$ cat config.mk
export PLATFORM = sky130hd
export DESIGN_NAME = processador_param
export DESIGN_NICKNAME = d
export VERILOG_FILES = /design/src/rtl/processador_param.sv
export SDC_FILE = /design/constraint.sdc
export NUM_CORES = 1
export LEC_CHECK = 0
export CAP_MARGIN = 25
export CORE_MARGIN = 4
export CORE_UTILIZATION = 40
export CTS_CLUSTER_DIAMETER = 30
export DETAILED_ROUTE_END_ITERATION = 7
export DONT_BUFFER_PORTS = 1
export GPL_ROUTABILITY_DRIVEN = 1
export PLACE_DENSITY = 0.63
export SYNTH_ARGS = -nofsm -noshare
export SYNTH_HDL_FRONTEND = slang
export SYNTH_SLANG_ARGS = --single-unit
$ cat constraint.sdc
create_clock -name clock -period 8.77 [get_ports clock]
set_input_delay 0.4385 -clock clock [delete_from_list [all_inputs] [get_ports clock]]
set_output_delay 0.4385 -clock clock [all_outputs]
set_load 0.02 [all_outputs]
$ cat src/rtl/processador_param.sv
// Parameterised multi-cycle processor: FETCH with valid handshake, EX1..EX3 execution,
// zero/carry flags, conditional branches and a HALT state left only through reset.
module processador_param #(
    parameter int unsigned DATA_WIDTH = 16,
    parameter int unsigned NUM_REGS   = 8,
    parameter int unsigned ADDR_WIDTH = 16
) (
    input  logic                  clock,
    input  logic                  resetn,
    input  logic [DATA_WIDTH-1:0] iin,
    input  logic                  iin_valid,
    output logic [DATA_WIDTH-1:0] bus,
    output logic [ADDR_WIDTH-1:0] endereco,
    output logic                  flag_z,
    output logic                  flag_c,
    output logic                  halted
);
    localparam int unsigned RB    = $clog2(NUM_REGS);
    localparam int unsigned IMM_W = DATA_WIDTH - 4 - RB;

    localparam logic [2:0] S_FETCH = 3'd0;
    localparam logic [2:0] S_EX1   = 3'd1;
    localparam logic [2:0] S_EX2   = 3'd2;
    localparam logic [2:0] S_EX3   = 3'd3;
    localparam logic [2:0] S_HALT  = 3'd4;

    localparam logic [3:0] OP_MV   = 4'd0;
    localparam logic [3:0] OP_MVI  = 4'd1;
    localparam logic [3:0] OP_ADD  = 4'd2;
    localparam logic [3:0] OP_SUB  = 4'd3;
    localparam logic [3:0] OP_AND  = 4'd4;
    localparam logic [3:0] OP_JMP  = 4'd5;
    localparam logic [3:0] OP_BZ   = 4'd6;
    localparam logic [3:0] OP_BNZ  = 4'd7;
    localparam logic [3:0] OP_HALT = 4'd8;

    logic [2:0]            r_state;
    logic [2:0]            w_next;
    logic [DATA_WIDTH-1:0] r_regs [NUM_REGS];
    logic [DATA_WIDTH-1:0] r_a;
    logic [DATA_WIDTH-1:0] r_g;
    logic [DATA_WIDTH-1:0] r_ir;
    logic [ADDR_WIDTH-1:0] r_pc;
    logic                  r_z;
    logic                  r_c;

    logic [3:0]            w_op;
    logic [RB-1:0]         w_rx;
    logic [RB-1:0]         w_ry;
    logic [DATA_WIDTH-1:0] w_imm;
    logic [DATA_WIDTH-1:0] w_bus;
    logic [DATA_WIDTH:0]   w_alu;
    logic                  w_ld_ir;
    logic                  w_ld_rx;
    logic                  w_ld_a;
    logic                  w_ld_g;
    logic                  w_ld_pc;

    // Field decode always works on the latched instruction, never on iin
    assign w_op  = r_ir[DATA_WIDTH-1 -: 4];
    assign w_rx  = r_ir[DATA_WIDTH-5 -: RB];
    assign w_ry  = r_ir[DATA_WIDTH-5-RB -: RB];
    assign w_imm = DATA_WIDTH'(r_ir[IMM_W-1:0]);

    always_ff @(posedge clock or negedge resetn) begin
        if (!resetn) begin
            r_state <= S_FETCH;
        end else begin
            r_state <= w_next;
        end
    end

    // Next state, bus source selection and load enables
    always_comb begin
        w_next  = r_state;
        w_bus   = '0;
        w_ld_ir = 1'b0;
        w_ld_rx = 1'b0;
        w_ld_a  = 1'b0;
        w_ld_g  = 1'b0;
        w_ld_pc = 1'b0;
        case (r_state)
            S_FETCH: begin
                if (iin_valid) begin
                    w_ld_ir = 1'b1;
                    w_next  = S_EX1;
                end
            end
            S_EX1: begin
                w_next = S_FETCH;
                case (w_op)
                    OP_MV: begin
                        w_bus   = r_regs[w_ry];
                        w_ld_rx = 1'b1;
                    end
                    OP_MVI: begin
                        w_bus   = w_imm;
                        w_ld_rx = 1'b1;
                    end
                    OP_ADD, OP_SUB, OP_AND: begin
                        w_bus  = r_regs[w_rx];
                        w_ld_a = 1'b1;
                        w_next = S_EX2;
                    end
                    OP_JMP: begin
                        w_bus   = r_regs[w_ry];
                        w_ld_pc = 1'b1;
                    end
                    OP_BZ: begin
                        if (r_z) begin
                            w_bus   = r_regs[w_ry];
                            w_ld_pc = 1'b1;
                        end
                    end
                    OP_BNZ: begin
                        if (!r_z) begin
                            w_bus   = r_regs[w_ry];
                            w_ld_pc = 1'b1;
                        end
                    end
                    OP_HALT: w_next = S_HALT;
                    default: w_next = S_FETCH;
                endcase
            end
            S_EX2: begin
                w_bus  = r_regs[w_ry];
                w_ld_g = 1'b1;
                w_next = S_EX3;
            end
            S_EX3: begin
                w_bus   = r_g;
                w_ld_rx = 1'b1;
                w_next  = S_FETCH;
            end
            S_HALT:  w_next = S_HALT;
            default: w_next = S_FETCH;
        endcase
    end

    // ALU with one extra bit: carry out for add, borrow for sub
    always_comb begin
        w_alu = '0;
        case (w_op)
            OP_ADD:  w_alu = {1'b0, r_a} + {1'b0, w_bus};
            OP_SUB:  w_alu = {1'b0, r_a} - {1'b0, w_bus};
            default: w_alu = {1'b0, r_a & w_bus};
        endcase
    end

    always_ff @(posedge clock or negedge resetn) begin
        if (!resetn) begin
            r_pc <= '0;
            r_ir <= '0;
            r_a  <= '0;
            r_g  <= '0;
            r_z  <= 1'b0;
            r_c  <= 1'b0;
            for (int unsigned i = 0; i < NUM_REGS; i++) begin
                r_regs[i] <= '0;
            end
        end else begin
            if (w_ld_ir) begin
                r_ir <= iin;
                r_pc <= r_pc + ADDR_WIDTH'(1);
            end else if (w_ld_pc) begin
                r_pc <= ADDR_WIDTH'(w_bus);
            end
            if (w_ld_rx) begin
                r_regs[w_rx] <= w_bus;
            end
            if (w_ld_a) begin
                r_a <= w_bus;
            end
            if (w_ld_g) begin
                r_g <= w_alu[DATA_WIDTH-1:0];
                r_z <= (w_alu[DATA_WIDTH-1:0] == '0);
                if (w_op != OP_AND) begin
                    r_c <= w_alu[DATA_WIDTH];
                end
            end
        end
    end

    assign bus      = w_bus;
    assign endereco = r_pc;
    assign flag_z   = r_z;
    assign flag_c   = r_c;
    assign halted   = (r_state == S_HALT);

endmodule

; Word level (Yosys, flattened, before mapping)
; Cells that the tools add are included.
[word_totals]
regBits = 197
latchBits = 0
ram_bits = 0
mem_bits_ro = 0
out_inout_bits = 35
wordCells = 77
memories = 0
[op_classes]
addsub = 3
mul = 0
n_div = 0
order_cmp = 3
eq_ne = 14
shift = 0
n_mux = 30
bitwise = 3
reduce_logical = 9
[op_table]
columns = cell, count
row1 = 16-bit 2-to-1 mux, 9
row2 = 128-bit bitwise mux, 1
row3 = 16-bit binary-select mux with 3-bit select, 2
row4 = 16-bit case mux with 5 select lines, 1
row5 = 16-bit demux with 3-bit select, 1
row6 = 16-bit case mux with 3 select lines, 1
row7 = 17-bit case mux with 2 select lines, 1
row8 = 16-bit by 16-bit adder with 17-bit output, 1
row9 = 16-bit by 16-bit subtractor with 17-bit output, 1
row10 = "16-bit by 1-bit adder with 16-bit output, second input constant", 1
row11 = 16-bit bitwise AND, 1
row12 = "4-bit by 3-bit equality test with 1-bit output, second input constant", 4
row13 = 16-bit logical NOT, 1
row14 = 3-bit case mux with 4 select lines, 1
row15 = 1-bit 2-to-1 mux, 9
row16 = "4-bit by 2-bit equality test with 1-bit output, second input constant", 2
row17 = "4-bit >= comparator, second input constant", 2
row18 = 3-bit NOT with 4-bit output, 2
row19 = "3-bit by 2-bit equality test with 1-bit output, second input constant", 2
row20 = 3-bit case mux with 2 select lines, 1
row21 = "4-bit by 1-bit equality test with 1-bit output, second input constant", 1
row22 = "4-bit equality test, second input constant", 1
row23 = 4-bit logical NOT, 1
row24 = "4-bit by 1-bit less-than comparator with 1-bit output, second input constant", 1
row25 = 13 further kinds, 14

; Depth between registers and ports, before layout
; Gate-level depths: netlist (run 1).
[depth]
depth_word = 10
depth_mapped = 23
ltp_nobuf = 20

; Worst setup path after synthesis (run 1)
; No wires, ideal clock.
[synth_timing]
path_kind = register to register
start = register r_ir[6]
end = register r_z (netlist: flag_z)
setup_ns = 0.122
arrival_time_ns = 4.870
required_ns = 8.648
path_slack_ns = 3.778
path_stages_with_launch = 22
path_cell_list = dfrtp_1 -> buf_2 -> buf_2 -> buf_2 -> mux2_2 -> a221oi_4 -> clkbuf_1 -> ha_1 -> and2_1 -> nand2_1 -> o41ai_1 -> xnor2_1 -> ha_1 -> o21ai_0 -> a21oi_1 -> o311ai_0 -> nand3_1 -> or4_1 -> a31oi_1 -> xnor2_1 -> a21oi_1 -> a32o_1
[synth_between]
elab_chain_cells = 10
elab_cells_between_ends = 13
classes_between = add/sub (2) / mux (8) / bitwise (2) / reduce/logical (1)
[synth_rtl]
columns = element, line
row1 = "start, declared", 42  ; logic [DATA_WIDTH-1:0] r_ir;
row2 = "start signal, assigned", 163  ; r_ir <= iin;
row3 = 3-bit NOT with 4-bit output (implied by the code), --
row4 = 16-bit binary-select mux with 3-bit select, --
row5 = 16-bit 2-to-1 mux (implied by the code) (2 in a row), --
row6 = "16-bit 2-to-1 mux, on equally long branches", "116, 110"
row7 = 16-bit case mux with 5 select lines, 91  ; case (w_op)
row8 = 16-bit case mux with 3 select lines (*), 82  ; case (r_state)
row9 = "16-bit by 16-bit subtractor with 17-bit output, or another cell as far along", 145  ; OP_SUB: w_alu = {1'b0, r_a} - {1'b0, w_bus};
row10 = 17-bit case mux with 2 select lines (*), 143  ; case (w_op)
row11 = 16-bit logical NOT (*), 176  ; r_z <= (w_alu[DATA_WIDTH-1:0] == '0);
row12 = "end signal, assigned", 176
row13 = "end, declared", 44  ; logic r_z;
; Mark *: on every way between the ends. The rest lies on a longest branch, timed or not. The select of a mux whose other input is x is not followed.
; A chain may end at the register's enable or synchronous reset.

; Worst setup path in the final report (run 1)
[layout_timing]
start = register r_ir[10]
end = register r_z (netlist: flag_z)
[layout_between]
elab_chain_cells = 9
elab_cells_between_ends = 11
classes_between = add/sub (2) / mux (6) / bitwise (2) / reduce/logical (1)
[layout_rtl]
columns = element, line
row1 = 3-bit NOT with 4-bit output (implied by the code) (*), 101  ; w_bus = r_regs[w_rx];
row2 = 16-bit binary-select mux with 3-bit select (*), 101
row3 = 16-bit 2-to-1 mux (implied by the code) (*) (2 in a row), 101
row4 = 16-bit case mux with 5 select lines (*), 91
row5 = 16-bit case mux with 3 select lines (*), 82
row6 = named net bus[4], 12  ; output logic [DATA_WIDTH-1:0] bus,
row7 = "16-bit by 16-bit subtractor with 17-bit output, or another cell as far along", 145
row8 = 17-bit case mux with 2 select lines (*), 143
row9 = 16-bit logical NOT (*), 176
; The timed path passes the listed nets; every way through them passes the cells marked *. The select of a mux whose other input is x is not followed.

==> impl_metrics.csv, run 1 <==
group,metric,value,unit
status,outcome,"finished with violations",
status,violations,"negative hold slack",
grt,gr-usage-met3,0.0508,
power,total_power,0.00464,W
grt,grt_use_met2,0.328,
floorplan,rows,61,
power,ir_drop,0.000181,V
drt,viasPerCell,5.93,
sta,slew_headroom,0.178,
cells_and_area,nets,1181,
synthesis,synth_cell_types,80,
setup_path,arrival,6.42,ns
setup_path,cp-end-kind,"flop",
synthesis,avgSynthCellArea,9.51,µm²
synthesis,synth-seq-cells,197,
grt,busiest_layer,"met2",
setup_path,cp_top_family,"simple AND/OR/NAND/NOR gates",
power,power_density,378,nW/µm²
grt,grt.total_usage,0.219,
grt,grt_use_met1,0.321,
clock_network,clk_latency,0.44,ns
placed_design,placed_area,11600,µm²
placed_design,io_buffers,0,
grt,grt_pass1_vias,8841,
floorplan,die_h,176,µm
floorplan,dieArea,30900,µm²
synthesis,synth_nets,1221,
sta,tightest_slew,1.23,ns
cells_and_area,seqCellArea,4930,µm²
clock_network,root_buffer,"clkbuf_16",
setup_path,path_class,"flop to flop",
cells_and_area,multi_input_area,5860,µm²
clock_network,cts_tree,"yes",
sta,post-route-period-util,0.692,
clock_network,cts_setup_buffers,0,
synthesis,synthFlopType,"dfrtp_1",
placed_design,place_ws,2.71,ns
setup_path,cp.buffers_inverters,2,
floorplan,start_util,0.405,
placed_design,place_inst,1497,
cells_and_area,nFillCells,2643,
drt,num_vias,9102,
cells_and_area,fin_area,12300,µm²
grt,grt_pass1_wl,53000,µm
sta,setup_violations,0,
synthesis,synth-edff-count,0,
sta,fin_setup_tns,0,ns
floorplan,core-area,27800,µm²
clock_network,htreeDepth,4,
clock_network,numCtsBuffers,17,
power,leakage,5.31,nW
synthesis,netlist_instances,1182,
setup_path,cp_slowest_cell,"dfrtp_1",
sta,hold_violations,25,
cells_and_area,drive_above_1_share,0.122,
synthesis,synthArstFlopShare,1.00,
sta,period_needed,6.07,ns
grt,antenna_found_initial,0,
sta,slew_viol_final,0,
floorplan,ios,54,
drt,wl,33500,µm
placed_design,place.gp.congestion,0.893,
drt,drtPass1Iterations,5,
clock_network,clockBufferDepth,2,
sta,final.setup_skew,0.0172,ns
clock_network,cts_num_sinks,197,
sta,finalWorstSetupSlack,2.70,ns
clock_network,cts_resized,0,
cells_and_area,stdcell_count,1534,
synthesis,seq_area_frac_synth,0.438,
drt,wire_per_inst,21.8,µm
placed_design,dpl.hpwl,23100,µm
setup_path,slowest_delay,0.69,ns
clock_network,clk_pin_slew_worst_paths,0.08,ns
sta,hold_slack,-0.0886,ns
cells_and_area,layout_common_cells,"nand2_1 (256), dfrtp_1 (195), o21ai_0 (166), nor2_1 (43), mux4_2 (43)",
setup_path,crit_fanout,27,
sta,fmax,165,MHz
floorplan,die_x,176,µm
cells_and_area,final_common_cell,"nand2_1",
drt,final_antenna_net_count,0,
drt,drt-initial-drc-count,1116,
synthesis,syn-cell-area,11200,µm²
job,cap_violations,0,
setup_path,critPathMostFrequentCell,"nand2_1",
hold_path,hold_class,"input pin to async pin",
setup_path,required,9.13,ns
drt,drc,0,
sta,rsz0062_at_grt,"false",
grt,grt_max_degree,198,
synthesis,yosys_warnings,0,
cells_and_area,syn2layout_area_growth,9.15,%
setup_path,crit_path_cell_trace,"buf_4, mux2i_1, a32oi_1, nand4_1, o211a_1, inv_1, nor4_2, nand2_1, nand2_1, xnor2_1, ha_1, nand3_1, nor3_1, a21oi_1, nand2_1, o22a_1, or4b_1, nor4b_1, nor4bb_1, a32o_1",
grt,grt.overflow.total,0,
setup_path,start_kind,"flop",
metrics by stage:
step                      utilization  hold slack (ns)
after floorplan                     -            0.143
after global placement          0.414            0.157
after detailed placement        0.419            0.155
after CTS                       0.441            0.100
after global routing            0.442           0.0935
final                           0.442          -0.0886
power breakdown:
part | leakage [nW] | switching, W | internal (W)
clock network | 0.286 | 0.000367 | 0.000436
registers | 2.68 | 0.000301 | 0.00110
logic | 2.34 | 0.00144 | 0.000990
cells in the mapped netlist, types with 9 or more instances:
library cell / n / area share
buf_2: 18 / 0.0080
a21o_1: 9 / 0.0060
xnor2_1: 24 / 0.019
ha_1: 19 / 0.021
dfrtp_1: 197 / 0.44
nor3_1: 18 / 0.0080
mux4_2: 43 / 0.086
a21oi_1: 37 / 0.016
mux2i_1: 23 / 0.020
clkbuf_1: 67 / 0.022
a221oi_1: 9 / 0.0070
nor2b_1: 11 / 0.0061
o21a_1: 12 / 0.0080
nor2_1: 43 / 0.014
o22ai_1: 11 / 0.0061
nand3_1: 18 / 0.0080
nand2_1: 256 / 0.085
inv_1: 20 / 0.0067
o21ai_0: 166 / 0.074
mux2_2: 18 / 0.018
o221ai_1: 13 / 0.010
sequential cells by signal, summed over array words and instances (netlist names):
| signal | cells |
|---|---|
| r_regs | 128 |
| endereco | 16 |
| r_a | 16 |
| r_g | 16 |
| r_ir | 16 |
| r_state | 3 |
| flag_c | 1 |
| flag_z | 1 |
repair_timing:
| item | 4_1_cts | 5_1_grt |
|---|---|---|
| endpoints found under the setup margin | 0 | 0 |
| hold buffers | 1 | 0 |
| hold endpoints to repair | 197 | 0 |
metal layers:
metal | part of all wire | wire length (µm)
met4 | 0.023 | 766
met5 | 0 | 0
met3 | 0.079 | 2660
met2 | 0.44 | 14800
met1 | 0.46 | 15300
worst paths after layout:
kind / from / to / slack [ns] / cells after the start
setup / recovery: r_ir[10]$_DFFE_PN0P_ / flag_z$_DFFE_PN0N_ / 2.70 / 20
hold / removal: resetn / r_regs[112]$_DFFE_PN0P_ / -0.09 / 1
setup reg to reg: r_ir[10]$_DFFE_PN0P_ / flag_z$_DFFE_PN0N_ / 2.70 / 20
hold reg to reg: r_g[8]$_DFFE_PN0N_ / r_g[8]$_DFFE_PN0N_ / 0.49 / 2
max in group asynchronous: resetn / r_ir[7]$_DFFE_PN0P_ / 7.73 / 1
min in group clock: iin[8] / r_ir[8]$_DFFE_PN0P_ / 0.11 / 2
final cells by class:
| cell class | instances | area share |
|---|---|---|
| diodes | 1 | 0.000204 |
| clock buffers | 21 | 0.0367 |
| clock inverters | 11 | 0.0113 |
| inverters | 25 | 0.00765 |
| multi-input cells | 870 | 0.477 |
| flip-flops and latches | 197 | 0.402 |
| well taps | 378 | 0.0385 |
| repair buffers | 31 | 0.0265 |
logic make-up after synthesis:
family	synth area share
fa+ha+maj	0.0229
buf+inv	0.0421
flops	0.438
mux	0.127
compound gates	0.188
simple gates	0.159
xor+xnor	0.0226
No activity file was read; power rests on OpenSTA's default activity.
==> inputs of run 2 (changes only) <==
ABC_AREA = 1   (was not set)
PLACE_DENSITY = 0.65   (was 0.63)
clock period = 4.9 ns   (was 8.77 ns; I/O delays follow)
==> run 2 against run 1 <==
The run now ends clean. Worst setup slack worse by 2.3 ns. Clock skew is 0.0060 ns lower. Clock-buffer cell count down 4. Worst hold slack improved by 0.45 ns. First-iteration DRC count rose by 2.2%. Synthesized area increased by 11%. Fmax grew 35%. Via count up 27%. Utilization is essentially flat. Sequential cell count is the same. Final cell count up 40%. Synthesized cell count increased by 49%.
==> impl_metrics.csv, run 2 <==
group,metric,value,unit
status,outcome,"finished, final reports clean",
grt,grt_pass1_wl,62700,µm
placed_design,dpl.hpwl,27500,µm
synthesis,synth_top_area_share,0.396,
cells_and_area,final_common_cell,"nand2_1",
cells_and_area,syn2layout_area_growth,8.64,%
synthesis,yosysMostFrequentCell,"nand2_1",
drt,num_vias,11600,
sta,period_needed,4.49,ns
synthesis,synth_largest_area_cell,"dfrtp_1",
cells_and_area,n_antenna_cell,0,
placed_design,placed_area,12700,µm²
job,cap_violations,0,
synthesis,synth_nets,1795,
sta,slew_viol_final,0,
floorplan,die_h,185,µm
cells_and_area,multi_input_area,6300,µm²
grt,grt_max_degree,198,
drt,wl,38600,µm
cells_and_area,fin_area,13500,µm²
drt,drc,0,
clock_network,cts_num_sinks,197,
grt,grt.overflow.total,0,
floorplan,ios,54,
synthesis,netlist_instances,1756,
grt,antenna_found_initial,0,
floorplan,start_util,0.406,
synthesis,synth-edff-count,0,
hold_path,hold_class,"input pin to flop",
setup_path,cp-end-kind,"flop",
floorplan,rows,64,
cells_and_area,nets,1779,
drt,wire_per_inst,18.0,µm
synthesis,synthArstFlopShare,1.00,
clock_network,cts_tree,"yes",
placed_design,place_inst,2097,
sta,post-route-period-util,0.917,
synthesis,syn-cell-area,12500,µm²
synthesis,synthFlopType,"dfrtp_1",
sta,hold_violations,0,
setup_path,start_kind,"flop",
sta,fmax,222,MHz
drt,final_antenna_net_count,0,
sta,tightest_slew,1.01,ns
cells_and_area,nFillCells,3096,
cells_and_area,largest_reg_flops,128,
sta,rsz0062_at_grt,"false",
floorplan,core-area,30700,µm²
sta,fin_setup_tns,0,ns
sta,final.setup_skew,0.0111,ns
placed_design,place_ws,0.379,ns
drt,viasPerCell,5.40,
setup_path,path_class,"flop to flop",
synthesis,synth-seq-cells,197,
setup_path,crit_fanout,13,
synthesis,yosys_warnings,0,
drt,drtPass1Iterations,5,
clock_network,numCtsBuffers,17,
synthesis,synth_cell_types,48,
sta,finalWorstSetupSlack,0.405,ns
cells_and_area,drive_above_1_share,0.0970,
clock_network,clk_latency,0.45,ns
synthesis,yosys-top-cells-count,"nand2_1 (584), dfrtp_1 (197), o21ai_0 (185)",
floorplan,die_x,185,µm
cells_and_area,stdcell_count,2149,
clock_network,clk_pin_slew_worst_paths,0.08,ns
synthesis,synthTopCellsByArea,"dfrtp_1 (40%), nand2_1 (18%), o21ai_0 (7.4%)",
placed_design,io_buffers,0,
drt,drt-initial-drc-count,1140,
clock_network,clockBufferDepth,2,
grt,grt.total_usage,0.234,
cells_and_area,layout_common_cells,"nand2_1 (584), dfrtp_1 (194), o21ai_0 (185), inv_1 (171), nand3_1 (121)",
synthesis,avgSynthCellArea,7.10,µm²
setup_path,required,5.29,ns
sta,setup_violations,0,
placed_design,place.gp.congestion,0.940,
clock_network,htreeDepth,4,
setup_path,slowest_delay,0.55,ns
cells_and_area,top_register,"r_regs",
setup_path,arrival,4.89,ns
grt,grt_pass1_vias,11300,
clock_network,root_buffer,"clkbuf_16",
floorplan,dieArea,34000,µm²
sta,slew_headroom,0.324,
setup_path,cp_slowest_cell,"dfrtp_2",
cells_and_area,seqCellArea,4940,µm²
synthesis,seq_area_frac_synth,0.396,
## run 2: cell count changes in the layout (fill, tap and decap cells not counted), moves of 16 or more
cell	delta
buf_4	+18
dlygate4sd3_1	+18
inv_1	+151
mux2_2	-16
mux2i_1	-23
mux4_2	-43
nand2_1	+328
nand2_2	+16
nand3_1	+103
nor2_1	+65
nor2_2	+20
o211ai_1	+22
o21ai_0	+19
xnor2_1	-22
## run 2: final cells by class
class,count,area share
clock buffer,17,0.0314
inverter,185,0.0518
tap,396,0.0366
sequential,197,0.365
timing repair buffer,59,0.0384
clock inverter,15,0.0120
multi-input combinational,1280,0.465
## run 2: worst max-delay path, delay by kind of cell, from the launching register on
kind / cells / cell delay, ns
XOR/XNOR: 1 / 0.16
buffers and inverters: 3 / 0.37
flip-flops: 1 / 0.55
adder cells (fa/ha/maj): 2 / 0.50
AND/OR/NAND/NOR: 19 / 2.32
AO/OA/AOI/OAI: 3 / 0.52
## run 2: logic make-up after synthesis
group / share of synthesized area
muxes: 0.00181
adders and majority gates: 0.0207
DFF: 0.396
buffers and inverters: 0.101
and+or+nand+nor: 0.316
AOI/OAI and AO/OA: 0.156
xor gates and xnor gates: 0.00984
## run 2: repair_timing
action                     in CTS  in global routing
setup endpoints to repair       0                  1
hold buffers                   19                  0
hold endpoints to repair      214                  0
buffers inserted                0                  0
resized for setup               0                  5
## run 2: path summary, 6_finish.rpt
path	startpoint	end	slack [ns]	cells after the start
setup / recovery	r_ir[11]$_DFFE_PN0P_	flag_z$_DFFE_PN0N_	0.41	28
hold / removal	iin_valid	r_ir[1]$_DFFE_PN0P_	0.37	3
setup reg to reg	r_ir[11]$_DFFE_PN0P_	flag_z$_DFFE_PN0N_	0.41	28
hold reg to reg	r_ir[3]$_DFFE_PN0P_	r_ir[3]$_DFFE_PN0P_	0.49	2
max in group asynchronous	resetn	r_a[15]$_DFFE_PN0P_	3.65	2
min in group asynchronous	resetn	r_regs[68]$_DFFE_PN0P_	0.50	2
## run 2: layer usage
| layer | vias up | track usage | routed length, µm |
|---|---|---|---|
| met5 | - | 0 | 0 |
| met4 | 0 | 0.0834 | 1220 |
| met3 | 80 | 0.0361 | 2580 |
| met2 | 438 | 0.366 | 17400 |
| met1 | 5460 | 0.332 | 17400 |
| li1 | 5617 | - | - |
## run 2: metrics by stage
stage | hold slack [ns] | utilization
6_report | 0.366 | 0.441
5_1_grt | 0.447 | 0.441
4_1_cts | 0.381 | 0.441
3_5_place_dp | -0.0426 | 0.415
3_3_place_gp | -0.0420 | 0.415
2_1_floorplan | -0.0506 | -
Power of run 2 is not shown: default switching activity piles up to over one toggle a cycle in this logic, so the estimate is an artifact.
==> inputs of run 3 (changes only) <==
--- a/config.mk
+++ b/config.mk
@@ -15,4 +15,5 @@
 export GPL_ROUTABILITY_DRIVEN = 1
 export PLACE_DENSITY = 0.65
+export SKIP_CTS_REPAIR_TIMING = 1
 export SYNTH_ARGS = -nofsm -noshare
 export SYNTH_HDL_FRONTEND = slang
==> constraint.sdc (replaced) <==
create_clock -name clock -period 4.9 [get_ports clock]
set_input_delay 0.49 -clock clock [delete_from_list [all_inputs] [get_ports clock]]
set_output_delay 0.49 -clock clock [all_outputs]
set_load 0.02 [all_outputs]
==> run 3 against run 2 <==
Utilization is 0.67 points lower. Routed wire length is 0.19% higher. Largest cell class unchanged. Clock skew is 0.0055 ns higher. Sequential share of layout area is 0.58 points higher. The flow now finishes with violations (negative hold slack). First-iteration DRC count is 3.0% lower.
==> impl_metrics.csv, run 3 (same netlist as run 2, synthesis figures left out) <==
group,metric,value,unit
status,outcome,"finished with violations",
status,violations,"negative hold slack",
floorplan,ios,54,
sta,hold_slack,-0.260,ns
placed_design,place_ws,0.266,ns
floorplan,rows,64,
clock_network,numCtsBuffers,17,
placed_design,io_buffers,0,
floorplan,die_x,185,µm
drt,final_antenna_net_count,0,
setup_path,required,5.24,ns
sta,slew_headroom,0.327,
sta,fmax,225,MHz
sta,finalWorstSetupSlack,0.449,ns
sta,final.setup_skew,0.0167,ns
grt,grt_pass1_wl,62700,µm
placed_design,place_inst,2099,
clock_network,cts_num_sinks,197,
cells_and_area,stdcell_count,2130,
cells_and_area,final_common_cell,"nand2_1",
drt,viasPerCell,5.41,
setup_path,path_class,"flop to flop",
drt,drtPass1Iterations,8,
setup_path,arrival,4.79,ns
placed_design,place.gp.congestion,0.942,
job,cap_violations,0,
grt,grt.overflow.total,0,
clock_network,clk_pin_slew_worst_paths,0.08,ns
sta,hold_violations,197,
clock_network,clockBufferDepth,2,
floorplan,core-area,30700,µm²
setup_path,crit_fanout,26,
hold_path,hold_class,"input pin to async pin",
clock_network,clk_latency,0.45,ns
setup_path,slowest_delay,0.59,ns
setup_path,cp_slowest_cell,"dfrtp_4",
cells_and_area,layout_common_cells,"nand2_1 (584), dfrtp_1 (194), o21ai_0 (183), inv_1 (171), nand3_1 (121)",
sta,fin_setup_tns,0,ns
sta,post-route-period-util,0.908,
sta,rsz0062_at_grt,"false",
clock_network,cts_tree,"yes",
cells_and_area,nets,1761,
drt,drt-initial-drc-count,1106,
grt,antenna_found_initial,0,
sta,period_needed,4.45,ns
cells_and_area,syn2layout_area_growth,6.99,%
setup_path,cp-end-kind,"flop",
sta,setup_violations,0,
drt,wire_per_inst,18.2,µm
cells_and_area,n_antenna_cell,0,
clock_network,htreeDepth,4,
grt,grt.total_usage,0.234,
grt,grt_max_degree,198,
drt,drc,0,
floorplan,start_util,0.406,
placed_design,dpl.hpwl,27700,µm
cells_and_area,drive_above_1_share,0.0986,
setup_path,start_kind,"flop",
drt,wl,38700,µm
setup_path,critPathMostFrequentCell,"nand2_1",
drt,num_vias,11500,
sta,tightest_slew,1.01,ns
cells_and_area,top_register,"r_regs",
floorplan,dieArea,34000,µm²
grt,grt_pass1_vias,11200,
clock_network,root_buffer,"clkbuf_16",
sta,slew_viol_final,0,
floorplan,die_h,185,µm
cells_and_area,largest_reg_flops,128,
==> run 3: critical path, delay by kind of cell, from the launching register on <==
| family | cells | cell delay (ns) |
|---|---|---|
| AO/OA/AOI/OAI | 5 | 0.86 |
| adder cells (fa/ha/maj) | 1 | 0.36 |
| buffers and inverters | 2 | 0.30 |
| flip-flops | 1 | 0.59 |
| AND/OR/NAND/NOR | 18 | 2.23 |
==> run 3: path summary, 6_finish.rpt <==
kind | start | to | slack [ns] | depth (start not counted)
worst min register to register | r_ir[3]$_DFFE_PN0P_ | r_ir[3]$_DFFE_PN0P_ | 0.49 | 2
worst min-delay path | resetn | r_regs[84]$_DFFE_PN0P_ | -0.26 | 0
worst max register to register | r_ir[9]$_DFFE_PN0P_ | flag_c$_DFFE_PN0P_ | 0.45 | 26
worst max-delay path | r_ir[9]$_DFFE_PN0P_ | flag_c$_DFFE_PN0P_ | 0.45 | 26
min in group clock | iin[4] | r_ir[4]$_DFFE_PN0P_ | 0.15 | 2
max in group asynchronous | resetn | r_regs[57]$_DFFE_PN0P_ | 4.79 | 0
==> run 3: layout make-up <==
cell class,instances,area [µm²]
clock inverters,11,120
multi-input cells,1280,6300
well taps,396,495
flip-flops and latches,197,4940
fillers,3119,17300
repair buffers,41,315
inverters,185,702
clock buffers,20,457
==> run 3: per-stage QoR <==
step | hold WS [ns] | instance area (µm²) | util
2_1_floorplan | 0.194 | 12500 | -
3_3_place_gp | 0.203 | 12700 | 0.415
3_5_place_dp | 0.202 | 12700 | 0.415
4_1_cts | -0.268 | 13300 | 0.434
5_1_grt | -0.273 | 13300 | 0.435
6_report | -0.260 | 13300 | 0.435
==> run 3: per-layer routing <==
metal	wire, µm	GRT usage
met1	17000	0.325
met2	17700	0.371
met3	2790	0.0399
met4	1290	0.0849
met5	0	0
Power of run 3 is left out for the same reason.
